**config.mk**
```make
export PLATFORM = sky130hd
export DESIGN_NAME = piso_serializer
export DESIGN_NICKNAME = d
export VERILOG_FILES = /design/src/rtl/piso_serializer.sv
export SDC_FILE = /design/constraint.sdc
export NUM_CORES = 1
export LEC_CHECK = 0
export ABC_CLOCK_PERIOD_IN_PS = 1800
export BUFFER_PORTS_ARGS = -buffer_cell sky130_fd_sc_hd__buf_4
export CAP_MARGIN = 20
export CELL_PAD_IN_SITES_DETAIL_PLACEMENT = 0
export CELL_PAD_IN_SITES_GLOBAL_PLACEMENT = 1
export CORE_MARGIN = 1.5
export CORE_UTILIZATION = 25
export DETAILED_ROUTE_END_ITERATION = 7
export PLACE_DENSITY = 0.57
export SYNTH_ARGS = -nofsm -noshare
export SYNTH_HDL_FRONTEND = slang
export SYNTH_SLANG_ARGS = --single-unit
```
**constraint.sdc**
```tcl
create_clock -name clk -period 1.8 [get_ports clk]
set_clock_uncertainty 0.1 [all_clocks]
set_input_delay 0.18 -clock clk [delete_from_list [all_inputs] [get_ports clk]]
set_output_delay 0.18 -clock clk [all_outputs]
set_load 0.03 [all_outputs]
```
**src/rtl/piso_serializer.sv**
```systemverilog
`default_nettype none
// ============================================================================
//  Module      : piso_serializer
//  Description : Parallel-in serial-out serializer. Accepts WIDTH-bit words
//                over a valid/ready handshake and emits them one bit per
//                clock. A one-entry holding register lets consecutive words
//                stream without an idle bit between them.
//  Revision    : 1.0 - initial release
// ============================================================================
module piso_serializer #(
    parameter int WIDTH     = 4,
    parameter bit MSB_FIRST = 1'b1
) (
    input  logic             clk,
    input  logic             rst,
    input  logic [WIDTH-1:0] din,
    input  logic             din_valid,
    output logic             din_ready,
    output logic             so,
    output logic             so_valid,
    output logic             so_last,
    output logic             busy
);

    localparam int               c_CNT_W    = (WIDTH > 2) ? $clog2(WIDTH) : 1;
    localparam logic [c_CNT_W-1:0] c_CNT_LAST = c_CNT_W'(WIDTH - 1);
    localparam logic [0:0]       c_IDLE     = 1'b0;
    localparam logic [0:0]       c_SHIFT    = 1'b1;

    logic [0:0]         r_state;
    logic [WIDTH-1:0]   r_sreg;
    logic [c_CNT_W-1:0] r_cnt;
    logic [WIDTH-1:0]   r_hold;
    logic               r_hold_full;

    logic [0:0]         w_state_nxt;
    logic [WIDTH-1:0]   w_sreg_nxt;
    logic [c_CNT_W-1:0] w_cnt_nxt;
    logic [WIDTH-1:0]   w_hold_nxt;
    logic               w_hold_full_nxt;

    logic               w_xfer;
    logic               w_end_of_word;
    logic [WIDTH-1:0]   w_shifted;

    // Bit order only changes which end of sreg faces the output.
    generate
        if (MSB_FIRST) begin : g_msb_first
            assign w_shifted = {r_sreg[WIDTH-2:0], 1'b0};
            assign so        = r_sreg[WIDTH-1];
        end else begin : g_lsb_first
            assign w_shifted = {1'b0, r_sreg[WIDTH-1:1]};
            assign so        = r_sreg[0];
        end
    endgenerate

    // Ready is masked during reset so no word is taken while state is cleared.
    assign din_ready     = !r_hold_full && !rst;
    assign w_xfer        = din_valid && din_ready;
    assign w_end_of_word = (r_state == c_SHIFT) && (r_cnt == c_CNT_LAST);

    assign so_valid = (r_state == c_SHIFT);
    assign so_last  = w_end_of_word;
    assign busy     = so_valid || r_hold_full;

    // Next-state logic: word routing, shifting and end-of-word handover.
    always_comb begin
        w_state_nxt     = r_state;
        w_sreg_nxt      = r_sreg;
        w_cnt_nxt       = r_cnt;
        w_hold_nxt      = r_hold;
        w_hold_full_nxt = r_hold_full;
        case (r_state)
            c_IDLE: begin
                if (w_xfer) begin
                    w_sreg_nxt  = din;
                    w_cnt_nxt   = '0;
                    w_state_nxt = c_SHIFT;
                end
            end
            c_SHIFT: begin
                if (!w_end_of_word) begin
                    w_sreg_nxt = w_shifted;
                    w_cnt_nxt  = r_cnt + 1'b1;
                    if (w_xfer) begin
                        w_hold_nxt      = din;
                        w_hold_full_nxt = 1'b1;
                    end
                end else if (r_hold_full) begin
                    // Ready is low here, so no transfer can collide with the drain.
                    w_sreg_nxt      = r_hold;
                    w_hold_full_nxt = 1'b0;
                    w_cnt_nxt       = '0;
                end else if (w_xfer) begin
                    w_sreg_nxt = din;
                    w_cnt_nxt  = '0;
                end else begin
                    // sreg is kept zero in IDLE so so reads 0 there.
                    w_sreg_nxt  = '0;
                    w_cnt_nxt   = '0;
                    w_state_nxt = c_IDLE;
                end
            end
            default: begin
                w_state_nxt = c_IDLE;
                w_sreg_nxt  = '0;
                w_cnt_nxt   = '0;
            end
        endcase
    end

    // State register; reset discards both the word in flight and any held word.
    always_ff @(posedge clk) begin
        if (rst) begin
            r_state     <= c_IDLE;
            r_sreg      <= '0;
            r_cnt       <= '0;
            r_hold      <= '0;
            r_hold_full <= 1'b0;
        end else begin
            r_state     <= w_state_nxt;
            r_sreg      <= w_sreg_nxt;
            r_cnt       <= w_cnt_nxt;
            r_hold      <= w_hold_nxt;
            r_hold_full <= w_hold_full_nxt;
        end
    end

endmodule
`default_nettype wire

```
==> impl_metrics.yaml <==
outcome:
  outcome: "complete, no violations"
setup_path:
  reg2reg_slack_ps: 320
  crit_buf_inv: 1
  path_class: "register to output port"
  critPathArrivalTime_ps: 1430
  cp_cell_sequence: "ha_1 -> and2_0 -> buf_4"
  cp_top_family: "flip-flops"
  r2r-start: "r_cnt[0]"
  crit_slowest_cell: "dfxtp_1"
  max_stage_delay_ps: 360
  critPathLaunchType: "register"
  rr_worst_depth: 4
  endpoint_kind: "output port"
  required_ps: 1520
  worst-path-max-fanout: 7
  timing.rr.end: "r_sreg[2]"
routing:
  num_vias: 618
  wirelength_microns: 1610
  drt-pass1-iter-count: 4
  avgViaCountPerCell: 5.19
  drt_iter0_drc: 11
  ant_nets: 0
  wl_per_cell_microns: 13.5
  drc: 0
placement:
  hpwlAfterDp_microns: 1150
  gp_congestion: 0.731
  io_buffer_count: 11
  preCtsSetupSlack_ps: 310
floorplanning:
  design.core.area_sq_um: 2540
  initial_utilization: 0.270
  die_w_microns: 55.4
  fp-row-count: 18
  fp.dieH_microns: 55.4
  io_pins: 12
  die-area_sq_um: 3070
clock_network:
  clk_pin_slew_ps: 80
  cts_buffer_depth: 2
  cts.sinks: 12
  cts-hold-fix-buffers: 0
  post_cts_buffers: 0
  cts_resized: 0
  clockRootBuffer: "clkbuf_4"
  cts_tree: "done"
  cts_buffers: 3
  worstSkewPairLatency_ps: 280
  cts-htree-levels: 1
worst_hold_path:
  min_to: "r_hold[1]"
  hold_start: "din[1]"
  hold_path_depth: 3
  hold_path_class: "input pin to register"
timing:
  setup_viol: 0
  tightest_slew_ps: 495
  finalHoldViolCount: 0
  finalWorstSetupSlack_ps: 89.2
  slew_headroom: 0.669
  maxSlewViolCount: 0
  fin_crit_ps: 1710
  fin_crit_sh: 0.950
  fmax_ghz: 0.585
  rsz0062_at_grt: "false"
  setup-tns-final_ps: 0
power_and_ir_drop:
  p_total_w: 0.000645
  p_leak_nw: 0.294
  peakVddDrop_uv: 455
  power_density_nw_per_um2: 799
job:
  drv_cap: 0
finish:
  areaGrowthSynthToFinish_pct: 17.5
  n_antenna_cell: 0
  finalNetCount: 98
  fillers: 283
  post-route-util: 0.317
  drive_above_1_share: 0.270
global_route:
  grt_max_degree: 22
  groute.usage.overall: 0.115
  grt_pass1_vias: 593
  antenna_found_initial: 0
  grt_pass1_wl_microns: 2780
  grt_overflow: 0
synth:
  ys_seq_area_frac: 0.350
  yosysWarnings: 0
  syn_area_per_cell_sq_um: 8.70
  synth_nets: 87
  synth_seq_cells: 12
  netlist_area_sq_um: 687
  syn_inst: 79
  ys_types: 26
==> sequential cells by signal, summed over array words and instances, names as in the netlist <==
name	count
r_cnt	2
r_hold	4
r_hold_full	1
r_sreg	4
so_valid	1
==> power breakdown <==
group          leakage, nW  switching (W)  total (W)  internal, W
registers           0.0983      0.0000161   0.000298     0.000282
logic                0.175      0.0000670   0.000123    0.0000564
clock network       0.0210       0.000100   0.000223     0.000123
==> cells in the mapped netlist, drive strengths merged <==
cell     count  area [sq um]
nand2        2          7.51
buf          5          40.0
or2          1          6.26
dfxtp       12           240
a21oi        7          35.0
nor2         2          7.51
ha           1          12.5
nor3         4          20.0
o21ai        9          45.0
nand4bb      1          11.3
or3b         1          11.3
nor3b        2          26.3
clkbuf       1          3.75
nor2b        3          18.8
and2         5          31.3
a31oi        5          31.3
or2b         1          7.51
inv          2          7.51
and4bb       5          62.6
a311oi       3          26.3
nand3        7          35.0
==> tightest hold or removal path, delay by kind of cell <==
kind	cells	cell delay, ps
AO/OA/AOI/OAI	1	50
AND/OR/NAND/NOR	1	60
buffers and inverters	1	120
==> placed cells by master, fill, tap and decap left out, types with 2 or more instances in the layout <==
| cell | netlist | layout |
|---|---|---|
| nor2_1 | 2 | 2 |
| inv_1 | 2 | 2 |
| a311oi_1 | 3 | 3 |
| dfxtp_1 | 12 | 12 |
| nor2b_1 | 3 | 3 |
| a31oi_1 | 5 | 5 |
| nand2_1 | 2 | 2 |
| nor3_1 | 4 | 4 |
| nand3_1 | 7 | 7 |
| o21ai_0 | 7 | 7 |
| o21ai_1 | 2 | 2 |
| and2_1 | 4 | 4 |
| a21oi_1 | 7 | 7 |
| buf_4 | 1 | 12 |
| clkbuf_4 | 0 | 3 |
| and4bb_2 | 5 | 5 |
==> stage by stage <==
step | cells | hold WS (ps) | cell area, sq um
after floorplan | 79 | 228 | 687
after global placement | 115 | 365 | 771
after detailed placement | 115 | 368 | 771
after CTS | 119 | 68.4 | 807
after global routing | 119 | 71.1 | 807
final | 119 | 72.7 | 807
==> cell families after synthesis <==
logic type,Yosys count,share of synthesized area
adder cells (fa/ha/maj),1,0.0182
AND/OR/NAND/NOR,34,0.357
AO/OA/AOI/OAI,24,0.200
buffers and inverters,8,0.0747
flip-flops,12,0.350
==> area by class of cell <==
class | instances | area (sq um) | share of cell area
inverter | 2 | 7.51 | 0.00930
sequential | 12 | 240 | 0.298
multi-input combinational | 59 | 395 | 0.490
timing repair buffer | 12 | 90.1 | 0.112
tap | 30 | 37.5 | 0.0465
clock buffer | 4 | 36.3 | 0.0450
==> worst max-delay path by stage <==
stage	startpoint	to	slack (ps)	cells after the start
floorplan	so_valid	r_sreg[1]	280	5
global placement	r_cnt[0]	r_sreg[1]	370	4
detailed placement	r_cnt[0]	r_sreg[2]	310	4
CTS	r_cnt[0]	so_last	70	3
global route	r_cnt[0]	so_last	10	3
finish	r_cnt[0]	so_last	90	3
==> routing by layer <==
metal / routed length (microns) / track usage / vias to the layer above / part of all wire
li1: - / - / 312 / -
met3: 39 / 0.0281 / 2 / 0.024
met5: 0 / 0 / - / 0
met1: 832 / 0.157 / 297 / 0.52
met4: 13 / 0.0627 / 0 / 0.0081
met2: 724 / 0.165 / 7 / 0.45
Note: power is estimated with default switching activity, not from simulation.
